[config.mk]
export PLATFORM = sky130hd
export DESIGN_NAME = if_map_load_ctrl
export DESIGN_NICKNAME = d
export VERILOG_FILES = /design/src/rtl/if_map_load_ctrl.sv
export SDC_FILE = /design/constraint.sdc
export NUM_CORES = 1
export LEC_CHECK = 0
export BUFFER_PORTS_ARGS = -buffer_cell sky130_fd_sc_hd__clkbuf_2
export CAP_MARGIN = 20
export CORE_MARGIN = 4
export CORE_UTILIZATION = 25
export DETAILED_ROUTE_END_ITERATION = 10
export PLACE_DENSITY = 0.5
export SETUP_SLACK_MARGIN = 0.5
export SYNTH_ARGS = -nofsm -noshare
export SYNTH_HDL_FRONTEND = slang
export SYNTH_SLANG_ARGS = --single-unit
[constraint.sdc]
create_clock -name clk -period 2.7 [get_ports clk]
set_clock_uncertainty 0.15 [all_clocks]
set_input_delay 0.405 -clock clk [delete_from_list [all_inputs] [get_ports clk]]
set_output_delay 0.405 -clock clk [all_outputs]
set_load 0.1 [all_outputs]
[src/rtl/if_map_load_ctrl.sv]
// IF-map window load sequencer. It reads one row of the 8 SRAM banks per cycle
// and drives the 8x8 window buffer's load enables, lane selects and local clears.
module if_map_load_ctrl #(
   parameter int ADDR_W = 10
) (
   input  logic                  clk,
   input  logic                  reset,
   input  logic                  start,
   input  logic [3:0]            K,
   input  logic [2:0]            x_off,
   input  logic [ADDR_W-1:0]     base_addr,
   input  logic [ADDR_W-1:0]     row_words,
   output logic                  Rd_en,
   output logic [8*ADDR_W-1:0]   Rd_addr,
   output logic [63:0]           Reg_loads,
   output logic [191:0]          Mux_Sel,
   output logic [63:0]           Local_Reset,
   output logic                  busy,
   output logic                  done
);

   typedef enum logic [1:0] {
      S_IDLE,
      S_READ,
      S_LAST,
      S_DONE
   } state_t;

   localparam logic [ADDR_W-1:0] ADDR_ONE = ADDR_W'(1);

   state_t                r_state;
   logic [3:0]            r_k;
   logic [2:0]            r_x_off;
   logic [ADDR_W-1:0]     r_row_words;
   logic [ADDR_W-1:0]     r_row_base;
   logic [3:0]            r_row;
   logic                  r_rd_en;
   logic [8*ADDR_W-1:0]   r_rd_addr;
   logic [63:0]           r_reg_loads;
   logic [191:0]          r_mux_sel;
   logic [63:0]           r_local_reset;
   logic                  r_busy;
   logic                  r_done;

   logic [3:0]            w_k_eff;
   logic [191:0]          w_mux_sel;
   logic [63:0]           w_local_reset;
   logic [7:0]            w_col_mask;
   logic [2:0]            w_load_row;
   logic [63:0]           w_row_load;

   // Banks left of the window start column hold the next column group.
   function automatic logic [8*ADDR_W-1:0] f_bank_addrs(
      input logic [ADDR_W-1:0] row_base,
      input logic [2:0]        xo
   );
      logic [8*ADDR_W-1:0] addrs;
      addrs = '0;
      for (int b = 0; b < 8; b++) begin
         addrs[b*ADDR_W +: ADDR_W] = (3'(b) < xo) ? (row_base + ADDR_ONE) : row_base;
      end
      return addrs;
   endfunction

   always_comb begin
      // NOTE: every signal gets a default before the loops so no latch is inferred.
      w_mux_sel     = '0;
      w_local_reset = '0;
      w_col_mask    = '0;
      w_k_eff       = ((K == 4'd0) || (K > 4'd8)) ? 4'd8 : K;
      for (int i = 0; i < 64; i++) begin
         w_mux_sel[i*3 +: 3] = x_off + 3'(i % 8);
         w_local_reset[i]    = (4'(i / 8) >= w_k_eff) || (4'(i % 8) >= w_k_eff);
      end
      for (int c = 0; c < 8; c++) begin
         w_col_mask[c] = (4'(c) < r_k);
      end
      // Loads target the row whose read was issued in the current cycle.
      w_load_row = 3'(r_row - 4'd1);
      w_row_load = {56'd0, w_col_mask} << {w_load_row, 3'b000};
   end

   // NOTE: all state and registered outputs update with non-blocking assignments.
   always_ff @(posedge clk or negedge reset) begin
      if (!reset) begin
         r_state       <= S_IDLE;
         r_k           <= '0;
         r_x_off       <= '0;
         r_row_words   <= '0;
         r_row_base    <= '0;
         r_row         <= '0;
         r_rd_en       <= 1'b0;
         r_rd_addr     <= '0;
         r_reg_loads   <= '0;
         r_mux_sel     <= '0;
         r_local_reset <= '0;
         r_busy        <= 1'b0;
         r_done        <= 1'b0;
      end else begin
         case (r_state)
            S_IDLE: begin
               r_reg_loads <= '0;
               r_done      <= 1'b0;
               if (start) begin
                  r_k           <= w_k_eff;
                  r_x_off       <= x_off;
                  r_row_words   <= row_words;
                  r_mux_sel     <= w_mux_sel;
                  r_local_reset <= w_local_reset;
                  r_rd_en       <= 1'b1;
                  r_rd_addr     <= f_bank_addrs(base_addr, x_off);
                  r_row_base    <= base_addr + row_words;
                  r_row         <= 4'd1;
                  r_busy        <= 1'b1;
                  r_state       <= S_READ;
               end
            end
            S_READ: begin
               r_local_reset <= '0;
               r_reg_loads   <= w_row_load;
               if (r_row < r_k) begin
                  r_rd_addr  <= f_bank_addrs(r_row_base, r_x_off);
                  r_row_base <= r_row_base + r_row_words;
                  r_row      <= r_row + 4'd1;
               end else begin
                  r_rd_en <= 1'b0;
                  r_state <= S_LAST;
               end
            end
            S_LAST: begin
               r_reg_loads <= '0;
               r_busy      <= 1'b0;
               r_done      <= 1'b1;
               r_state     <= S_DONE;
            end
            S_DONE: begin
               r_done  <= 1'b0;
               r_state <= S_IDLE;
            end
            default: r_state <= S_IDLE;
         endcase
      end
   end

   assign Rd_en       = r_rd_en;
   assign Rd_addr     = r_rd_addr;
   assign Reg_loads   = r_reg_loads;
   assign Mux_Sel     = r_mux_sel;
   assign Local_Reset = r_local_reset;
   assign busy        = r_busy;
   assign done        = r_done;

endmodule

======== Word-level counts from Yosys, hierarchy flattened ========
Index checks and enable logic that the tools add are counted.
word-level totals
  bits in registers ....................... 436
  bits of input ports ..................... 30
operators by class
  muxes and demuxes ....................... 37
  reductions and logical operators ........ 43
  equal/unequal tests ..................... 6
  magnitude comparators ................... 34
  shifts and indexed selects .............. 1
  $add $sub $neg .......................... 13
operators with widths
  operator                                                          count
  case mux 64 bit (2 select lines)                                  2
  two-way mux 10 bit                                                18
  two-way mux 80 bit                                                2
  case mux 80 bit (2 select lines)                                  1
  two-way mux 64 bit                                                1
  left shift 8 x 6 -> 64 bit                                        1
  logical OR 1 bit                                                  29
  < comparator 3 bit, first input constant                          8
  adder 10 x 1 -> 10 bit, second input constant                     2
  adder 10 bit                                                      2
  case mux 10 bit (2 select lines)                                  1
  greater-or-equal comparator 3 x 4 -> 1 bit, first input constant  4
  < comparator 3 x 4 -> 1 bit, first input constant                 4
  adder 3 bit, second input constant                                4
  < comparator 1 x 3 -> 1 bit, first input constant                 4
  < comparator 2 x 3 -> 1 bit, first input constant                 4
  two-way mux 4 bit                                                 3
  greater-or-equal comparator 1 x 4 -> 1 bit, first input constant  2
  greater-or-equal comparator 2 x 4 -> 1 bit, first input constant  2
  < comparator 1 x 4 -> 1 bit, first input constant                 2
  < comparator 2 x 4 -> 1 bit, first input constant                 2
  case mux 2 bit (4 select lines)                                   1
  case mux 4 bit (2 select lines)                                   1
  AND reduction 2 bit                                               4
  other kinds (17)                                                  30

======== Depth between registers and ports, before layout ========
Gate-level depths: netlist of the first run.
  depth in word-level cells ............... 7
  gate-level depth with buffers ........... 10
  mapped depth without buffers ............ 8

======== Worst setup path before layout of the first run ========
No wires, ideal clock.
  path kind ............................... register to register
  start ................................... register Mux_Sel[186] (netlist name)
  end ..................................... register r_rd_addr[27], in the netlist Rd_addr[27]
  arrival time ............................ 2556 ps
  stages on the path, launching flop included .. 8
  period minus slack after synthesis ...... 2838 ps
  setup slack ............................. -138 ps
  cell sequence ........................... dfrtp_1 -> clkbuf_1 -> a21oi_1 -> nor4_1 -> xnor2_1 -> nand2_1 -> o21ai_1 -> o21ai_1
RTL lines
  what                    RTL line  source
  end signal: assignment  111       r_rd_addr <= f_bank_addrs(base_addr, x_off);
  end signal: assignment  122       r_rd_addr <= f_bank_addrs(r_row_base, r_x_off);
  end: declaration        38        logic [8*ADDR_W-1:0] r_rd_addr;

======== Final worst setup path of the first run ========
  start ................................... register r_row_words[1]
  end ..................................... register r_row_base[9]
on the way
  cells in the longest elaborated chain, start to end .. 3
RTL lines
  what                              RTL line  source
  start: declaration                34        logic [ADDR_W-1:0] r_row_words;
  start signal: assignment          107       r_row_words <= row_words;
  adder 10 bit                      123       r_row_base <= r_row_base + r_row_words;
  two-way mux 10 bit                121       if (r_row < r_k) begin
  case mux 10 bit (2 select lines)  100       case (r_state)
  end signal: assignment            112       r_row_base <= base_addr + row_words;
  end signal: assignment            123
  end: declaration                  35        logic [ADDR_W-1:0] r_row_base;
No other way between the ends. The select of a mux whose other input is x is not followed.
A chain may end at the register's enable or synchronous reset.

==> results of run 1 <==
[logic make-up (layout without fill, tap and decap cells)]
group,Yosys count,count (layout),synth area share [%]
AO/OA/AOI/OAI,287,287,12.8
multiplexers,54,54,4.15
AND/OR/NAND/NOR,498,498,15.4
buffers and inverters,329,619,15.4
flip-flops,217,217,40.3
adder cells (fa/ha/maj),39,39,3.73
XOR/XNOR,126,126,8.19
[registers in the layout, indices dropped and copies added (netlist names)]
register / cells
Rd_addr: 80
r_row_base: 10
r_row: 4
Mux_Sel: 14
done: 1
r_row_words: 10
busy: 1
r_k: 4
Reg_loads: 64
Local_Reset: 26
r_state: 2
Rd_en: 1
[final cells by class]
| class | count | area (sq um) |
|---|---|---|
| clock inverter | 11 | 215 |
| timing repair buffer | 551 | 4190 |
| tap | 688 | 861 |
| multi-input combinational | 1004 | 6270 |
| clock buffer | 37 | 785 |
| sequential | 217 | 5460 |
| inverter | 20 | 78.8 |
| fill | 5507 | 35100 |
[synthesized netlist by cell type (8+ instances only)]
master / count / area [sq um]
xor2_1: 51 / 447
buf_4: 218 / 1640
nor2_1: 69 / 259
mux2_2: 14 / 158
nand3_1: 26 / 130
xnor2_1: 75 / 657
a21o_1: 12 / 90.1
nor3_1: 23 / 115
buf_2: 12 / 60.1
o21ai_1: 78 / 390
clkbuf_1: 62 / 233
buf_1: 16 / 60.1
mux2i_1: 39 / 390
inv_1: 17 / 63.8
and2_1: 8 / 50.1
or3_1: 10 / 62.6
o221ai_1: 8 / 70.1
a22o_1: 20 / 175
and3_1: 8 / 50.1
o21ai_0: 87 / 435
nand2_1: 330 / 1240
ha_1: 37 / 463
dfrtp_1: 217 / 5430
a21oi_1: 36 / 180
[repair_timing]
action,in CTS,in global routing
buffers inserted,13,9
hold buffers,16,0
cloned,1,7
hold endpoints to repair,87,0
gates resized for setup,282,77
pin swaps,5,9
endpoints found under the setup margin,334,152
[tightest hold or removal path, stage by stage]
cell and delay (ns):
clkbuf_2 0.11, inv_1 0.12, o21ai_0 0.10
[metal layers]
layer  GRT usage [%]  vias to the layer above  routed length, microns
met3            3.57                       79                    3700
met2            28.0                      448                   25200
met4            4.42                        2                    1510
li1                -                     5499                       -
met1            20.6                     5845                   21300
met5               0                        -                       8
[per-stage QoR]
step                setup slack [ns]  cells  hold slack (ns)  area [sq um]
floorplan                      0.378   1550          -0.0406         13500
global placement               0.230   2434            0.291         15200
detailed placement             0.203   2434            0.299         15200
CTS                            0.408   2512          0.00670         17400
global route                   0.293   2528           0.0402         17900
finish                         0.377   2528           0.0576         17900
[cell usage in the layout, fill, tap and decap left out, drive strengths merged, types with 23 or more instances in the layout]
cell type and n:
nand2 330, mux2i 39, ha 37, nor3 23, xnor2 75, clkbuf 436, buf 136, xor2 51
a21oi 37, nand3 26, o21ai 165, nor2 69, dfrtp 217
[worst max path at each step]
stage / from / to / cells after the start
CTS: r_state[1] / r_row_base[9] / 8
finish: r_row_words[1] / r_row_base[9] / 7
global route: r_row_words[1] / r_row_base[9] / 7
detailed placement: r_state[0] / Reg_loads[56] / 6
floorplan: r_row[2] / r_row_base[9] / 8
global placement: r_state[0] / Reg_loads[56] / 6
==> flow_metrics.py, run 1 <==
metrics = {
    "floorplanning": {
        "fp.dieArea_sq_um": 57700,
        "rows": 84,
        "core-area_sq_um": 53000,
        "pin_count": 433,
        "die_h_microns": 240,
        "die_w_microns": 240,
        "initial_core_util_pct": 25.4,
    },
    "clock_network": {
        "clkTransAtPathRegs_ns": 0.06,
        "cts_buffers": 28,
        "cts_max_path_buffers": 3,
        "cts_sinks": 217,
        "clk_latency_ns": 0.57,
        "cts_tree": "yes",
        "cts_root_buf": "clkbuf_16",
        "htreeDepth": 1,
    },
    "hold_path": {
        "hold_end": "Mux_Sel[181]",
        "worst_hold_path_type": "input port to flop",
        "min_path_cells": 3,
        "min-delay-start": "x_off[1]",
    },
    "routing": {
        "drtIter0Drc": 757,
        "wirelength_mm": 51.7,
        "vias": 11900,
        "drt-vias-per-instance": 4.70,
        "drt_first_pass_iters": 5,
        "drc": 0,
        "wl_per_cell_microns": 20.4,
        "ant_nets": 0,
    },
    "setup_path": {
        "crit_fanout": 3,
        "crit_chain": "ha_1, a211o_1, a21oi_2, nor3_1, or4_4, a211oi_2, nor3b_2",
        "cp_top_family": "compound AO/OA/AOI/OAI gates",
        "crit_buf_inv": 0,
        "slowest_delay_ns": 0.43,
        "regToRegEndpoint": "r_row_base[9]",
        "worstPathRequired_ns": 3.01,
        "rr_startpoint": "r_row_words[1]",
        "regToRegSetupSlack_ns": 0.38,
        "slowest_stage": "or4_4",
        "start_kind": "flop",
        "crit_path_end_kind": "flop",
        "rr_worst_depth": 7,
        "critical_path_class": "flop to flop",
        "critPathArrivalTime_ns": 2.63,
    },
    "cells_and_area": {
        "nets": 1891,
        "syn_to_final_growth_pct": 32.6,
        "num_antenna_cells": 0,
        "drive_above_1_share_pct": 36.3,
        "fin_util_pct": 33.7,
    },
    "placed_design": {
        "gp_congestion": 0.901,
        "dpl.hpwl_mm": 36.4,
        "port_buffers": 432,
    },
    "global_routing": {
        "grt_overflow": 0,
        "grt_start_max_net_pins": 88,
        "track_usage_pct": 16.3,
        "grt_pass1_vias": 11300,
        "grt_pass1_wl_mm": 72.6,
        "antenna_found_initial": 1,
    },
    "timing": {
        "rsz0062_at_grt": "true",
        "period_share_pct": 86.0,
        "worst_slew_pin_slew_ns": 0.774,
        "relSlewSlack_pct": 48.4,
        "tns_ns": 0,
        "setup_viol": 0,
        "slew_viol_final": 0,
        "period_minus_slack_ns": 2.32,
        "hold_violations": 0,
        "timing.fmax_ghz": 0.431,
    },
    "logic_synthesis": {
        "synthArstFlopShare_pct": 100,
        "synthFlopType": "dfrtp_1",
        "netlist_area_sq_um": 13500,
        "synth_edf_count": 0,
        "synth.avg_cell_area_sq_um": 8.69,
        "synth_cell_type_count": 57,
        "synth_warnings": 0,
        "synth_cells": 1550,
        "ys_ff_latch": 217,
        "synth.yosys.seq_area_share_pct": 40.3,
        "syn-num-nets": 1619,
    },
    "flow_run": {
        "drv_cap": 0,
    },
    "outcome": {
        "status": "completed",
    },
}
Power of run 1 is left out: the tool's default activity adds up to more than one toggle a clock period on the data nets, which glitch-free logic cannot reach.
==> run 2: changes to the inputs <==
CORE_MARGIN = 2   (was 4)
PLACE_DENSITY = 0.43   (was 0.5)
==> flow_metrics.py, run 2 (same netlist as run 1, synthesis figures left out) <==
metrics = {
    "clock_network": {
        "cts_buffers": 27,
        "cts_sinks": 217,
        "cts_root_buf": "clkbuf_16",
        "htreeDepth": 1,
        "clk_latency_ns": 0.57,
        "clkTransAtPathRegs_ns": 0.06,
        "cts_max_path_buffers": 3,
        "cts_tree": "yes",
    },
    "floorplanning": {
        "initial_core_util_pct": 25.1,
        "fp.dieArea_sq_um": 55800,
        "core-area_sq_um": 53600,
        "die_w_microns": 236,
        "rows": 85,
        "pin_count": 433,
        "die_h_microns": 236,
    },
    "setup_path": {
        "crit_path_end_kind": "flop",
        "cp.depth": 8,
        "critPathArrivalTime_ns": 2.70,
        "rr_startpoint": "r_row_base[1]",
        "slowest_delay_ns": 0.43,
        "regToRegSetupSlack_ns": 0.32,
        "start_kind": "flop",
        "crit_buf_inv": 1,
        "regToRegEndpoint": "r_row_base[8]",
        "worstPathRequired_ns": 3.02,
        "cp_top_family": "compound AO/OA/AOI/OAI gates",
        "rr_worst_depth": 8,
        "critical_path_class": "flop to flop",
        "slowest_stage": "dfrtp_1",
        "crit_fanout": 6,
        "crit_chain": "buf_6, fa_2, a21oi_4, o21ai_4, a2111oi_2, nor3_1, xnor2_1, a221oi_1",
    },
    "timing": {
        "period_share_pct": 88.0,
        "rsz0062_at_grt": "true",
        "tns_ns": 0,
        "hold_violations": 0,
        "slew_viol_final": 0,
        "relSlewSlack_pct": 48.2,
        "whs_ns": 0.110,
        "period_minus_slack_ns": 2.38,
        "timing.fmax_ghz": 0.421,
        "setup_viol": 0,
        "worst_slew_pin_slew_ns": 0.776,
    },
    "cells_and_area": {
        "nets": 1929,
        "layout_common_cells": "nand2_1 (295), clkbuf_2 (239), dfrtp_1 (204)",
        "syn_to_final_growth_pct": 37.8,
        "drive_above_1_share_pct": 40.6,
        "ff_latch_area_sq_um": 5460,
        "largest_reg_flops": 80,
        "fillCellCount": 5539,
        "multi_input_area_sq_um": 6530,
        "final_common_cell": "nand2_1",
    },
    "global_routing": {
        "grt.busiest_layer": "met2",
        "grt_pass1_wl_mm": 75.3,
        "grt_start_max_net_pins": 88,
        "grt_use_met1_pct": 22.7,
        "use_met2_pct": 30.7,
        "grt_use_met3_pct": 2.70,
        "grt_overflow": 0,
        "track_usage_pct": 17.5,
        "grt_pass1_vias": 11500,
        "antenna_found_initial": 1,
    },
    "flow_run": {
        "drv_cap": 0,
    },
    "routing": {
        "drt-vias-per-instance": 4.66,
        "wl_per_cell_microns": 20.9,
        "vias": 12000,
        "drc": 0,
        "drtIter0Drc": 734,
        "ant_nets": 0,
        "drt_first_pass_iters": 5,
        "wirelength_mm": 53.9,
    },
    "placed_design": {
        "dpl.hpwl_mm": 35.8,
        "gp_congestion": 0.885,
        "port_buffers": 432,
    },
    "hold_path": {
        "min-delay-start": "start",
        "hold_end": "busy",
        "min_path_cells": 4,
        "worst_hold_path_type": "input port to flop",
    },
    "outcome": {
        "status": "completed",
    },
}
[run 2: layout make-up]
class / count / share of cell area [%]
clock buffers: 37 / 4.11
clock inverters: 11 / 0.970
diodes: 1 / 0.0135
multi-input cells: 1004 / 35.2
well taps: 696 / 4.69
inverters: 20 / 0.445
repair buffers: 590 / 25.2
flip-flops and latches: 217 / 29.4
[run 2: worst register-to-register path, delay by kind of cell, from the launching register on]
kind,cells,cell delay [ns]
DFF,1,0.43
xor gates and xnor gates,1,0.13
buffers and inverters,1,0.17
adders and majority gates,1,0.39
and+or+nand+nor,1,0.10
AOI/OAI and AO/OA,4,0.91
[run 2: repair_timing]
| action | in CTS | in global routing |
|---|---|---|
| cloned | 1 | 19 |
| setup endpoints to repair | 305 | 170 |
| gates resized for setup | 252 | 196 |
| hold buffers | 16 | 0 |
| pin swaps | 6 | 55 |
| setup buffers | 17 | 26 |
| endpoints found under the hold margin | 77 | 0 |
[run 2: worst max-delay path by stage]
stage	from	endpoint	slack, ns
after floorplan	r_row[2]	r_row_base[9]	0.38
after global placement	base_addr[0]	r_row_base[6]	0.23
after detailed placement	r_state[1]	Rd_addr[77]	0.16
after CTS	r_state[0]	r_row_base[9]	0.35
after global routing	r_row_base[1]	r_row_base[8]	0.25
final	r_row_base[1]	r_row_base[8]	0.32
[run 2: per-layer routing]
| layer | wire [microns] | part of all wire (%) |
|---|---|---|
| met1 | 23000 | 43 |
| met2 | 26400 | 49 |
| met3 | 2930 | 5.4 |
| met4 | 1550 | 2.9 |
| met5 | 0 | 0 |
[run 2: metrics by stage]
stage                     area, sq um  setup WS [ns]  util, %  std cells
after global placement          15300          0.229     28.5       2448
after global routing            18600          0.249     34.6       2575
after CTS                       17300          0.349     32.4       2530
after detailed placement        15300          0.158     28.5       2448
final                           18600          0.323     34.6       2576
after floorplan                 13500          0.378        -       1550
Power of run 2 is left out for the same reason.
==> run 3: changes to the inputs <==
CORE_UTILIZATION = 30   (was 25)
PLACE_DENSITY = 0.5   (was 0.43)
clock period = 2.2 ns   (was 2.7 ns; I/O delays follow)
==> flow_metrics.py, run 3 (same netlist as run 1, synthesis figures left out) <==
metrics = {
    "timing": {
        "setup_viol": 58,
        "period_minus_slack_ns": 2.35,
        "relSlewSlack_pct": 42.7,
        "fin_ws_ns": -0.146,
        "whs_ns": 0.0525,
        "period_share_pct": 107,
        "timing.fmax_ghz": 0.426,
        "worst_slew_pin_slew_ns": 0.856,
        "hold_violations": 0,
        "rsz0062_at_grt": "true",
        "slew_viol_final": 0,
    },
    "floorplanning": {
        "fp.dieArea_sq_um": 46600,
        "die_h_microns": 216,
        "pin_count": 433,
        "initial_core_util_pct": 30.4,
        "rows": 77,
        "die_w_microns": 216,
        "core-area_sq_um": 44300,
    },
    "global_routing": {
        "grt_overflow": 0,
        "antenna_found_initial": 0,
        "grt_pass1_wl_mm": 79.4,
        "grt_pass1_vias": 12500,
        "track_usage_pct": 22.1,
        "grt_start_max_net_pins": 65,
    },
    "hold_path": {
        "worst_hold_path_type": "input port to flop",
        "min-delay-start": "x_off[1]",
    },
    "clock_network": {
        "cts_sinks": 217,
        "cts_max_path_buffers": 3,
        "clk_latency_ns": 0.59,
        "cts_buffers": 27,
        "clkTransAtPathRegs_ns": 0.06,
        "htreeDepth": 1,
        "cts_tree": "yes",
        "cts_root_buf": "clkbuf_16",
    },
    "cells_and_area": {
        "drive_above_1_share_pct": 53.4,
        "final_common_cell": "clkbuf_2",
        "num_antenna_cells": 0,
        "largest_reg_flops": 80,
        "syn_to_final_growth_pct": 76.0,
        "nets": 2110,
        "layout_common_cells": "clkbuf_2 (275), nand2_1 (253), buf_4 (189)",
    },
    "placed_design": {
        "pre_cts_ws_ns": -0.196,
        "dpl.hpwl_mm": 33.6,
        "port_buffers": 432,
        "gp_congestion": 0.928,
    },
    "routing": {
        "vias": 13100,
        "wirelength_mm": 57.2,
        "drc": 0,
        "ant_nets": 0,
        "drt-vias-per-instance": 4.93,
        "wl_per_cell_microns": 21.6,
        "drtIter0Drc": 959,
        "drt_first_pass_iters": 5,
    },
    "setup_path": {
        "crit_path_end_kind": "flop",
        "crit_fanout": 4,
        "critPathArrivalTime_ns": 2.71,
        "critical_path_class": "flop to flop",
        "worstPathRequired_ns": 2.57,
        "worstSetupStartpoint": "r_state[0]",
        "start_kind": "flop",
        "rr_startpoint": "r_state[0]",
    },
    "outcome": {
        "status": "complete, but fails checks",
        "failed_checks": "setup timing",
    },
    "flow_run": {
        "drv_cap": 0,
    },
}
==> run 3: cell type report <==
type / count / area, sq um
fill: 3841 / 20600
timing repair buffer: 771 / 9130
multi-input combinational: 1004 / 7350
sequential: 217 / 5490
clock buffer: 33 / 748
tap: 592 / 741
clock inverter: 17 / 188
inverter: 20 / 82.6
==> run 3: worst max-delay path, stage by stage (launching register included) <==
cell and delay (ns):
dfrtp_1 0.39, inv_2 0.07, ha_4 0.18, mux2i_4 0.19
a21oi_2 0.14, a21bo_4 0.26, buf_8 0.14, buf_12 0.14
buf_12 0.13, buf_12 0.14, buf_12 0.12, buf_16 0.12
o21ai_2 0.10
==> run 3: per-stage QoR <==
step / utilization, % / setup TNS (ns) / area (sq um) / cells
final: 53.5 / -3.58 / 23700 / 2654
after global routing: 53.5 / -6.77 / 23700 / 2654
after CTS: 48.4 / -1.15 / 21500 / 2597
after detailed placement: 36.6 / -0.737 / 16200 / 2431
after global placement: 36.6 / -0.468 / 16200 / 2431
after floorplan: - / -0.148 / 14100 / 1550
==> run 3: repair_timing <==
| action | 4_1_cts | 5_1_grt |
|---|---|---|
| cloned | 35 | 6 |
| resized for setup | 521 | 541 |
| hold buffers | 16 | 0 |
| buffers inserted | 65 | 51 |
| setup endpoints to repair | 617 | 617 |
| hold endpoints to repair | 236 | 0 |
| pin swaps | 81 | 63 |
==> run 3: path summary, 6_finish.rpt <==
| kind | end | slack, ns | cells past startpoint |
|---|---|---|---|
| min in group asynchronous | Reg_loads[14] | 0.10 | 2 |
| hold / removal | Mux_Sel[187] | 0.05 | 3 |
| setup / recovery | Rd_addr[62] | -0.15 | 12 |
| hold reg to reg | Rd_addr[11] | 0.33 | 2 |
| max in group asynchronous | r_row_words[1] | 1.07 | 3 |
| setup reg to reg | Rd_addr[62] | -0.15 | 12 |
==> run 3: layer usage <==
| metal | track usage (%) | share of wire, % | vias to the layer above |
|---|---|---|---|
| met5 | 0 | 0 | - |
| met4 | 6.19 | 3.1 | 0 |
| met3 | 3.97 | 6.7 | 118 |
| met2 | 38.3 | 51 | 544 |
| met1 | 28.3 | 39 | 6461 |
| li1 | - | - | 5961 |
Power of run 3 is left out for the same reason.
